File: config.mk
export PLATFORM = sky130hd
export DESIGN_NAME = mem_stage_lsu
export DESIGN_NICKNAME = d
export VERILOG_FILES = /design/src/rtl/mem_stage_lsu.sv
export SDC_FILE = /design/constraint.sdc
export NUM_CORES = 1
export LEC_CHECK = 0
export ABC_AREA = 1
export CORE_MARGIN = 2
export CORE_UTILIZATION = 47
export DETAILED_ROUTE_END_ITERATION = 8
export GPL_TIMING_DRIVEN = 0
export MAX_ROUTING_LAYER = met4
export PLACE_DENSITY = 0.86
export SKIP_LAST_GASP = 1
export SLEW_MARGIN = 20
export SYNTH_ARGS = -nofsm -noshare
export SYNTH_HDL_FRONTEND = slang
export SYNTH_SLANG_ARGS = --single-unit
File: constraint.sdc
create_clock -name CLK -period 6.8 [get_ports CLK]
set_input_delay 0.68 -clock CLK [delete_from_list [all_inputs] [get_ports CLK]]
set_output_delay 0.68 -clock CLK [all_outputs]
set_load 0.05 [all_outputs]
File: src/rtl/mem_stage_lsu.sv
// mem_stage_lsu: memory-stage load/store unit.
// Turns the M-stage load/store control into one req/ack transaction on a
// multi-cycle data bus. It stalls the pipeline until the ack arrives, then
// returns the load data, sign- or zero-extended, to the MEM/WB path.
//
// Ports:
//   CLK, RST        clock (rising edge), asynchronous active-high reset
//   ResultSrcM      2'b01 marks a load
//   MemWriteM       store (takes priority over a load)
//   Funct3M         access size/sign: 000 B, 001 H, 010 W, 100 BU, 101 HU
//   AluResultM      byte address
//   WriteDataM      store data
//   MemReq/MemWe    bus request / write strobe, held for the whole WAIT
//   MemAddr         word-aligned bus address
//   MemWData        store data replicated across the byte lanes
//   MemByteEn       byte-lane enables
//   MemAck          one-cycle bus completion
//   MemRData        read word, valid with MemAck
//   StallM          holds the IF/ID/EX/MEM registers
//   ReadDataM       extended load result, held until the next load completes
//   MisalignM       misaligned access flag (IDLE only, no bus traffic)
//
// state  | meaning
// -------+-------------------------------------------------------------
// S_IDLE | accepting a new M-stage instruction; aligned access stalls
// S_WAIT | bus request outstanding, outputs frozen until MemAck
// S_DONE | result valid, pipeline advances, no new access this cycle
module mem_stage_lsu #(
   parameter int WIDTH = 32
) (
   input  logic             CLK,
   input  logic             RST,
   input  logic [1:0]       ResultSrcM,
   input  logic             MemWriteM,
   input  logic [2:0]       Funct3M,
   input  logic [WIDTH-1:0] AluResultM,
   input  logic [WIDTH-1:0] WriteDataM,
   output logic             MemReq,
   output logic             MemWe,
   output logic [WIDTH-1:0] MemAddr,
   output logic [WIDTH-1:0] MemWData,
   output logic [3:0]       MemByteEn,
   input  logic             MemAck,
   input  logic [WIDTH-1:0] MemRData,
   output logic             StallM,
   output logic [WIDTH-1:0] ReadDataM,
   output logic             MisalignM
);

   typedef enum logic [1:0] {
      S_IDLE = 2'd0,
      S_WAIT = 2'd1,
      S_DONE = 2'd2
   } state_t;

   state_t state, state_nx;

   logic             is_store;
   logic             access;
   logic             misalign;
   logic             start;
   logic [1:0]       size;
   logic [1:0]       a;
   logic [3:0]       be_nx;
   logic [WIDTH-1:0] wdata_nx;
   logic [1:0]       lat_a;
   logic [2:0]       lat_f3;
   logic [7:0]       rbyte;
   logic [15:0]      rhalf;
   logic [WIDTH-1:0] load_ext;

   // A store wins when both the load and store controls are set.
   assign is_store = MemWriteM;
   assign access   = (ResultSrcM == 2'b01) | MemWriteM;
   assign size     = Funct3M[1:0];
   assign a        = AluResultM[1:0];

   always_comb begin
      misalign = 1'b0;
      case (size)
         2'b00:   misalign = 1'b0;
         2'b01:   misalign = a[0];
         default: misalign = (a != 2'b00);
      endcase
   end

   always_comb begin
      be_nx    = 4'b1111;
      wdata_nx = WriteDataM;
      if (is_store) begin
         case (size)
            2'b00: begin
               be_nx    = 4'b0001 << a;
               wdata_nx = {4{WriteDataM[7:0]}};
            end
            2'b01: begin
               be_nx    = 4'b0011 << a;
               wdata_nx = {2{WriteDataM[15:0]}};
            end
            default: begin
               be_nx    = 4'b1111;
               wdata_nx = WriteDataM;
            end
         endcase
      end
   end

   // Lane selection uses the address offset latched at request time.
   always_comb begin
      rbyte = MemRData[7:0];
      case (lat_a)
         2'd0: rbyte = MemRData[7:0];
         2'd1: rbyte = MemRData[15:8];
         2'd2: rbyte = MemRData[23:16];
         2'd3: rbyte = MemRData[31:24];
         default: rbyte = MemRData[7:0];
      endcase
      rhalf = lat_a[1] ? MemRData[31:16] : MemRData[15:0];
      case (lat_f3)
         3'b000:  load_ext = {{24{rbyte[7]}}, rbyte};
         3'b001:  load_ext = {{16{rhalf[15]}}, rhalf};
         3'b100:  load_ext = {24'd0, rbyte};
         3'b101:  load_ext = {16'd0, rhalf};
         default: load_ext = MemRData;
      endcase
   end

   always_ff @(posedge CLK or posedge RST) begin
      if (RST) state <= S_IDLE;
      else     state <= state_nx;
   end

   always_comb begin
      state_nx  = state;
      StallM    = 1'b0;
      MisalignM = 1'b0;
      start     = 1'b0;
      case (state)
         S_IDLE: begin
            if (access) begin
               if (misalign) begin
                  MisalignM = 1'b1;
               end else begin
                  StallM   = 1'b1;
                  start    = 1'b1;
                  state_nx = S_WAIT;
               end
            end
         end
         S_WAIT: begin
            StallM = 1'b1;
            if (MemAck) state_nx = S_DONE;
         end
         S_DONE:  state_nx = S_IDLE;
         default: state_nx = S_IDLE;
      endcase
      // Flags read as zero while reset is held, whatever the M-stage inputs are.
      if (RST) begin
         StallM    = 1'b0;
         MisalignM = 1'b0;
      end
   end

   always_ff @(posedge CLK or posedge RST) begin
      if (RST) begin
         MemReq    <= 1'b0;
         MemWe     <= 1'b0;
         MemAddr   <= '0;
         MemWData  <= '0;
         MemByteEn <= 4'b0000;
         ReadDataM <= '0;
         lat_a     <= 2'b00;
         lat_f3    <= 3'b000;
      end else if (start) begin
         MemReq    <= 1'b1;
         MemWe     <= is_store;
         MemAddr   <= {AluResultM[WIDTH-1:2], 2'b00};
         MemWData  <= wdata_nx;
         MemByteEn <= be_nx;
         lat_a     <= a;
         lat_f3    <= Funct3M;
      end else if (state == S_WAIT && MemAck) begin
         MemReq <= 1'b0;
         if (!MemWe) ReadDataM <= load_ext;
      end
   end

endmodule

==> impl_metrics.toml <==
[power_and_ir_drop]
internal_power_mw = 1.76
clkPwrFrac_pct = 11.4
powerDensity_nw_per_um2 = 467
p_seq_share_pct = 29.3
switching_share_pct = 51.0
vdd_drop_max_uv = 312
combPwrFrac_pct = 59.4
leakage_nw = 3.88
power.switching_mw = 1.83
totalPowerFinal_mw = 3.58

[yosys]
syn_area_per_cell_um2 = 7.42
synth_warnings = 0
yosysSeqAreaShare_pct = 51.5
ys_types = 24
ys_seq_elements = 107
yosys.area.top_type = "dfrtp_1"
synth.top_cells.by_area = "dfrtp_1 (52%), nand2_1 (27%), o21ai_0 (3.9%)"
syn_area_um2 = 5200
netlist_instances = 701
synth_top_area_share_pct = 51.5

[cells_and_area]
syn2layout_area_growth_pct = 47.7
layout_commonest_cell = "nand2_1"
diodes = 0
final_cell_mix = "nand2_1 (380), clkdlybuf4s50_1 (206), dfrtp_1 (107)"
nNetsFinal = 1025
drive_gt1_share_pct = 5.62

[worst_setup_path]
critPathKind = "input port to output port"
crit_fanout = 68
crit_required_ns = 6.12
cp.arrival_ns = 3.11
end_kind = "output port"
critPathLaunchType = "input port"

[sta]
setup_slack_ns = 3.01
setup_viol = 0
max_freq_mhz = 264
rsz0062_at_grt = "false"
slew_viol_final = 0
tightest_slew_ns = 0.593
setup_tns_ns = 0
min_period_over_period_pct = 55.7
period_minus_slack_ns = 3.79
slew_headroom_pct = 60.4
finalClockSkew_ns = 0.0159
hold_viol = 0

[clock_tree]
cts_inserted_buffers = 9
clkSinkCount = 107
clock_latency_ns = 0.37
cts_resized = 0
ctsRootBufferMaster = "clkbuf_8"
clockBufferDepth = 2
cts_tree = "yes"
path_clk_slew_ns = 0.10
postCtsSetupBuffers = 0
cts_hold_buffers = 0
cts_htree_levels = 3

[status]
outcome = "finished clean"

[floorplan]
die_area_um2 = 11900
row_count = 38
die_h_um = 109
core_area_um2 = 10800
start_util_pct = 48.2
ioPinCount = 209
die_w_um = 109

[flow_run]
drv_cap = 0

[drt]
drt_first_pass_iters = 5
routedWlPerCell_um = 15.1
drt_iter0_markers = 325
via_per_inst = 5.05
drc = 0
ant_nets = 0
routed_wl_um = 16100
num_vias = 5377

[hold_path]
holdCritPathClass = "flip-flop to flip-flop"

[placement]
place_ws_ns = 2.99
dp_hpwl_um = 12300
port_buffers = 206
place.gp.congestion = 0.923

[grt]
grt_pass1_wl_um = 25300
grt-ovfl-total = 0
grt_max_degree = 69
antenna_found_initial = 0
grt_pass1_vias = 5216
grtUsageTotal_pct = 28.6
[Yosys cell counts]
library cell / instances
nor3b_1: 1
dfrtp_1: 107
and2_1: 1
nand3_1: 30
nand2_1: 380
nor2_2: 1
a21oi_1: 18
conb_1: 1
inv_2: 5
nand3_2: 2
clkbuf_1: 12
nor2_1: 9
nand2_2: 1
nor3_1: 1
buf_4: 6
inv_1: 43
a21oi_2: 1
o211ai_1: 20
nor2_4: 1
buf_1: 1
a211oi_1: 1
buf_6: 3
buf_2: 16
o21ai_0: 40
[cells by family (layout without fill, tap and decap cells)]
| kind of cell | Yosys count | in the layout | synth area share, % |
|---|---|---|---|
| AND/OR/NAND/NOR | 427 | 427 | 32.2 |
| AO/OA/AOI/OAI | 80 | 80 | 8.78 |
| flip-flops | 107 | 107 | 51.5 |
| other | 1 | 2 | 0.0721 |
| buffers and inverters | 86 | 309 | 7.46 |
[state kept, by name (all words and copies together), names as in the netlist]
signal	count
lat_a	2
MemWe	1
MemWData	32
state	2
MemAddr	30
lat_f3	3
ReadDataM	32
MemByteEn	4
MemReq	1
[power groups by stage]
stage	combinational [mW]	clock, mW	sequential, mW
finish	2.13	0.407	1.05
global route	2.26	0.438	1.07
CTS	2.13	0.413	1.05
detailed placement	2.13	0	1.05
global placement	2.10	0	1.05
floorplan	0.525	0	1.90
[per-stage QoR]
step	hold slack [ns]	util (%)	area (um2)	std cells
detailed placement	0.457	69.2	7470	1049
floorplan	0.465	-	5200	702
global placement	0.453	68.9	7440	1048
finish	0.482	71.1	7680	1065
global route	0.502	71.1	7680	1065
CTS	0.484	71.1	7680	1065
[cell type report]
class	count	area (um2)
plain buffers	38	208
clock buffers	11	131
clock inverters	5	72.6
fillers	877	3120
inverters	48	185
multi-input cells	509	2140
flip-flops and latches	107	2680
well taps	140	175
repair buffers	207	2090
[worst max-delay path, stage by stage]
cell and delay (ns):
clkdlybuf4s50_1 0.49, inv_6 0.35, buf_16 0.34, nand2_1 0.09
a211oi_1 0.24, clkdlybuf4s50_1 0.88
[path summary, 6_finish.rpt]
kind                                                from                       end  slack [ns]  depth (start not counted)
max in group asynchronous                            RST  MemWData[15]$_DFFE_PP0P_        5.42                          3
worst max-delay path                                 RST                 MisalignM        3.01                          6
worst min-delay path            MemWData[28]$_DFFE_PP0P_  MemWData[28]$_DFFE_PP0P_        0.48                          2
worst max register to register      state[1]$_DFFE_PP0P_  ReadDataM[3]$_DFFE_PP0P_        5.02                          8
min in group asynchronous                            RST    MemAddr[7]$_DFFE_PP0P_        0.72                          2
worst min register to register  MemWData[28]$_DFFE_PP0P_  MemWData[28]$_DFFE_PP0P_        0.48                          2
[per-layer routing]
layer	routed length [um]	global-route usage [%]
met5	0	-
met4	544	11.9
met3	1330	5.08
met2	7730	46.1
met1	6470	35.7
Note: power is estimated with default switching activity, not from simulation.
